## src/rtl/sbus_mem_target.sv

```systemverilog
// Simple-bus memory target: req/gnt ownership, start/rdy transfers, wait states and burst reads.
// Optional address-error strobe on the err port when SBUS_ERR_EN is defined.
module sbus_mem_target #(
  parameter int AW          = 8,
  parameter int DW          = 8,
  parameter int DEPTH       = 256,
  parameter int WAIT_STATES = 1,
  parameter int BURST_LEN   = 4
) (
  input  logic          clk,
  input  logic          rst_n,
  input  logic          req,
  output logic          gnt,
  input  logic          start,
  input  logic [1:0]    mode,
  input  logic [AW-1:0] addr,
  input  logic [DW-1:0] wdata,
  output logic [DW-1:0] rdata,
  output logic          rdy
`ifdef SBUS_ERR_EN
  ,
  output logic          err
`endif
);

  localparam int IW = (DEPTH > 1) ? $clog2(DEPTH) : 1;
  localparam int WW = (WAIT_STATES > 0) ? $clog2(WAIT_STATES + 1) : 1;
  localparam int BW = $clog2(BURST_LEN + 1);

  localparam logic [1:0] M_READ  = 2'b00;
  localparam logic [1:0] M_WRITE = 2'b01;
  localparam logic [1:0] M_BURST = 2'b10;

  typedef enum logic [1:0] {S_IDLE, S_GRANT, S_WAIT, S_ACCESS} state_t;

  state_t        state, next_state;
  logic [WW-1:0] wcnt;
  logic [BW-1:0] bcnt;
  logic [AW-1:0] a_q;
  logic [1:0]    mode_q;
  logic [DW-1:0] wdata_q;

  logic [DW-1:0] mem [DEPTH];

  logic          launch, beat, oob;
  logic [AW-1:0] beat_addr, a_nxt;
  logic [1:0]    beat_mode;
  logic [DW-1:0] beat_wdata;
  logic [IW-1:0] idx;
  logic [BW-1:0] blen;

  always_comb begin
    next_state = state;
    case (state)
      S_IDLE:   if (req) next_state = S_GRANT;
      S_GRANT:  if (start) next_state = (WAIT_STATES > 0) ? S_WAIT : S_ACCESS;
                else if (!req) next_state = S_IDLE;
      S_WAIT:   if (wcnt == WW'(1)) next_state = S_ACCESS;
      S_ACCESS: if (bcnt != '0) next_state = (WAIT_STATES > 0) ? S_WAIT : S_ACCESS;
                else next_state = req ? S_GRANT : S_IDLE;
      default:  next_state = S_IDLE;
    endcase
  end

  // A beat is performed on the edge that enters ACCESS, so rdy/rdata are
  // registered and visible during the ACCESS cycle itself.
  always_comb begin
    launch     = (state == S_GRANT) && start;
    beat       = (next_state == S_ACCESS);
    beat_addr  = (state == S_GRANT) ? addr  : a_q;
    beat_mode  = (state == S_GRANT) ? mode  : mode_q;
    beat_wdata = (state == S_GRANT) ? wdata : wdata_q;
    idx        = IW'(32'(beat_addr) % 32'(DEPTH));
    a_nxt      = (32'(beat_addr) == 32'(DEPTH - 1)) ? '0 : beat_addr + AW'(1);
    blen       = (mode == M_BURST) ? BW'(BURST_LEN) : BW'(1);
`ifdef SBUS_ERR_EN
    oob        = 32'(beat_addr) >= 32'(DEPTH);
`else
    oob        = 1'b0;
`endif
  end

  always_ff @(posedge clk or negedge rst_n) begin
    if (!rst_n) begin
      state   <= S_IDLE;
      gnt     <= 1'b0;
      rdy     <= 1'b0;
      rdata   <= '0;
      wcnt    <= '0;
      bcnt    <= '0;
      a_q     <= '0;
      mode_q  <= '0;
      wdata_q <= '0;
    end else begin
      state <= next_state;
      gnt   <= (next_state != S_IDLE);
      rdy   <= beat;
      if (launch) begin
        mode_q  <= mode;
        wdata_q <= wdata;
        bcnt    <= blen - BW'(beat);
        a_q     <= beat ? a_nxt : addr;
        wcnt    <= WW'(WAIT_STATES);
      end else begin
        if (beat) begin
          bcnt <= bcnt - BW'(1);
          a_q  <= a_nxt;
        end
        if (state == S_WAIT) wcnt <= wcnt - WW'(1);
        if (state == S_ACCESS && next_state == S_WAIT) wcnt <= WW'(WAIT_STATES);
      end
      if (beat) begin
        if (oob) rdata <= '0;
        else if (beat_mode == M_READ || beat_mode == M_BURST) rdata <= mem[idx];
      end
    end
  end

`ifdef SBUS_ERR_EN
  always_ff @(posedge clk or negedge rst_n) begin
    if (!rst_n) err <= 1'b0;
    else        err <= beat && oob;
  end
`endif

  // Storage is deliberately left out of reset.
  always_ff @(posedge clk) begin
    if (beat && beat_mode == M_WRITE && !oob) mem[idx] <= beat_wdata;
  end

endmodule

```

## config.mk

```make
export PLATFORM = sky130hd
export DESIGN_NAME = sbus_mem_target
export DESIGN_NICKNAME = d
export VERILOG_FILES = /design/src/rtl/sbus_mem_target.sv
export SDC_FILE = /design/constraint.sdc
export NUM_CORES = 2
export LEC_CHECK = 0
export CELL_PAD_IN_SITES_DETAIL_PLACEMENT = 1
export CELL_PAD_IN_SITES_GLOBAL_PLACEMENT = 1
export CORE_MARGIN = 2
export CORE_UTILIZATION = 37
export DETAILED_ROUTE_END_ITERATION = 7
export GPL_ROUTABILITY_DRIVEN = 0
export PLACE_DENSITY = 0.61
export SLEW_MARGIN = 20
export SYNTH_ARGS = -nofsm -noshare
export SYNTH_HDL_FRONTEND = slang
export SYNTH_SLANG_ARGS = --single-unit
```

## constraint.sdc

```tcl
create_clock -name clk -period 8.4 [get_ports clk]
set_input_delay 2.52 -clock clk [delete_from_list [all_inputs] [get_ports clk]]
set_output_delay 2.52 -clock clk [all_outputs]
set_load 0.02 [all_outputs]
```

==> impl_metrics.py <==
metrics = {
    "route": {
        "drc": 0,
        "avgViaCountPerCell": 5.88,
        "first_pass_iters": 6,
        "avgRoutedWirePerCell_um": 33.4,
        "wirelength_um": 270000,
        "drtIter0Drc": 5656,
        "num_vias": 47600,
        "antenna_left": 0,
    },
    "setup_path": {
        "critPathRequiredTime_ns": 9.09,
        "cp_slowest_stage_delay_ns": 0.83,
        "r2r_slack_ns": 2.47,
        "rr_endpoint": "rdata[7]$_DFFE_PN0P_",
        "worstSetupPathType": "input port to flop",
        "crit_buf_inv": 3,
        "rr_startpoint": "state[0]$_DFF_PN0_",
        "path_cells": "clkdlybuf4s50_1, and3b_2, a21o_4, inv_8, nor2_1, buf_4, a311oi_1, nand4_1, nand4_1, nor4_1, a41oi_1",
        "cp_top_family": "simple AND/OR/NAND/NOR gates",
        "ff2ff_path_depth": 10,
        "crit_path_start_kind": "input port",
        "cp_data_arrival_time_ns": 7.33,
        "cp-end-kind": "flop",
        "worst_path_max_delay_cell": "nor4_1",
        "critical_path_peak_fanout": 52,
        "path_common_cell": "nand4_1",
    },
    "sta": {
        "hold_slack_ns": 0.481,
        "fin_crit_ns": 6.64,
        "fmax_mhz": 150,
        "finClkSkew_ns": 0.0582,
        "setup_violations": 0,
        "tns_ns": 0,
        "relSlewSlack_pct": 9.28,
        "rsz0062_at_grt": "no",
        "fin_crit_sh_pct": 79.1,
        "report.final.slew_viol_count": 0,
        "worst_pin_slew_ns": 1.36,
        "hold_violations": 0,
    },
    "worst_hold_path": {
        "min_path_type": "flop to flop",
        "hold_depth": 2,
        "holdPathEnd": "wdata_q[3]$_DFFE_PN0P_",
        "hp-start": "wdata_q[3]$_DFFE_PN0P_",
    },
    "clock_tree": {
        "numCtsBuffers": 216,
        "htreeDepth": 4,
        "clk_path_buf_depth": 3,
        "postCtsSetupRepairBufs": 0,
        "hold_buffers": 0,
        "cts.sinks": 2082,
        "clock_latency_ns": 0.89,
        "clkTransAtPathRegs_ns": 0.06,
        "ctsResizeCount": 0,
        "cts_tree": "yes",
        "cts-root-buf": "clkbuf_16",
    },
    "synth": {
        "yosysWarnings": 0,
        "synth_top_cell_area_share_pct": 74.9,
        "synth-seq-area-share_pct": 75.9,
        "syn_area_mm2": 0.0822,
        "netlist_top_cells_count": "edfxtp_1, nand2_1, nor2_1, mux4_2, nand3_1",
        "syn-num-nets": 4867,
        "synth.most_common_cell": "edfxtp_1",
        "syn_avg_cell_area_um2": 17.0,
        "synth_largest_area_cell": "edfxtp_1",
        "synth_ff_type": "edfxtp_1",
        "synth-seq-cells": 2082,
        "synth-edff-count": 2048,
        "syn_inst": 4838,
        "synth_cell_type_count": 76,
        "synth_async_sr_flop_share_pct": 1.63,
        "synth_area_leaders": "edfxtp_1, mux4_2, nand2_1, nand3_1, mux2i_1",
    },
    "die": {
        "rows": 172,
        "die-area_mm2": 0.226,
        "die_h_um": 475,
        "core_area_mm2": 0.220,
        "pin_count": 32,
        "start_util_pct": 37.3,
        "die_w_um": 475,
    },
    "grt": {
        "grt_pass1_wl_um": 381000,
        "grt_start_max_net_pins": 161,
        "antenna_found_initial": 17,
        "grt_overflow": 0,
        "grt_pass1_vias": 48100,
        "grt_usage_pct": 23.8,
    },
    "layout": {
        "drive_gt1_share_pct": 16.0,
        "final_util_pct": 42.4,
        "area_delta_synth_final_pct": 13.7,
        "nets": 4980,
    },
    "power": {
        "powerDensity_mw_per_mm2": 386,
        "ir_worst_vdd_mv": 0.374,
        "power.leakage_uw": 0.0294,
    },
    "status": {
        "outcome": "finished, final reports clean",
    },
    "place": {
        "dp_hpwl_um": 168000,
        "port_buffers": 31,
    },
    "job": {
        "max-cap-violations": 0,
    },
}
==> placed cells by master (no fill, tap or decap), types with 12 or more instances in the layout <==
cell type,count
a211oi_1,81
a21oi_1,42
a221oi_1,16
a22o_1,31
a22oi_1,83
a311oi_1,35
a31oi_1,75
a32oi_1,19
a41oi_1,12
buf_12,22
buf_4,149
bufinv_16,19
clkbuf_1,52
clkbuf_16,217
clkdlybuf4s50_1,30
clkinv_1,50
clkinv_2,36
dfrtp_1,33
edfxtp_1,2048
inv_1,50
mux2i_1,122
mux4_2,293
nand2_1,722
nand3_1,264
nand4_1,71
nor2_1,297
nor3_1,16
nor4_1,16
o21ai_0,30
o22ai_1,15
==> where the power goes <==
part           leakage, uW  internal [uW]  switching, uW
clock network      0.00335           5340           4140
registers           0.0190          13400            176
logic              0.00704           3560           9430
==> worst max-delay path by stage <==
stage	from	endpoint	slack, ns	depth (start not counted)
final	addr[1]	rdata[7]$_DFFE_PN0P_	1.76	11
after global routing	addr[1]	rdata[6]$_DFFE_PN0P_	1.81	10
after CTS	addr[1]	rdata[6]$_DFFE_PN0P_	1.95	10
after detailed placement	addr[1]	rdata[6]$_DFFE_PN0P_	1.04	10
after global placement	addr[1]	rdata[6]$_DFFE_PN0P_	1.10	10
after floorplan	wdata[0]	mem[0][0]$_DFFE_PP_	1.96	2
==> cell families (layout without fill, tap and decap cells) <==
kind of cell	after synthesis	in the layout	share of synthesized area (%)
AO/OA/AOI/OAI	518	518	4.66
XOR/XNOR	4	4	0.0426
adder cells (fa/ha/maj)	7	7	0.107
buffers and inverters	360	650	2.16
flip-flops	2082	2082	75.9
multiplexers	423	423	9.63
other	0	5	0
AND/OR/NAND/NOR	1444	1444	7.52
==> stage by stage <==
step	area (um2)	total power, uW	std cells	worst slack (ns)
floorplan	82200	21400	4838	1.96
global placement	86500	26500	7691	1.10
detailed placement	86500	26700	7691	1.04
CTS	93400	36100	8086	1.95
global route	93400	37100	8089	1.81
finish	93400	36100	8091	1.76
==> state kept, by name, summed over array words and instances, names as in the netlist <==
name and cells:
gnt 1, rdy 1, rdata 8, wcnt 1, mem 2048, mode_q 2
a_q 8, bcnt 3, wdata_q 8, state 2
==> worst min-delay path, stage by stage (launching register included) <==
cell and delay [ns]:
dfrtp_1 0.34, nand2_1 0.05, nand2_1 0.06
==> layout make-up <==
type                    count  area (um2)
fillers                 21300      127000
flip-flops and latches   2082       62400
multi-input cells        2396       18300
clock buffers             269        5630
well taps                2958        3700
repair buffers            202        1860
clock inverters           126        1280
inverters                  53         233
diodes                      5        12.5
==> layer usage <==
layer,vias up,track usage (%),part of all wire (%)
met2,2173,36.9,46
met4,14,9.76,4.3
met1,25500,33.1,41
li1,19400,-,-
met5,-,0,0.086
met3,468,4.51,8.3
(Power assumes the default switching activity.)
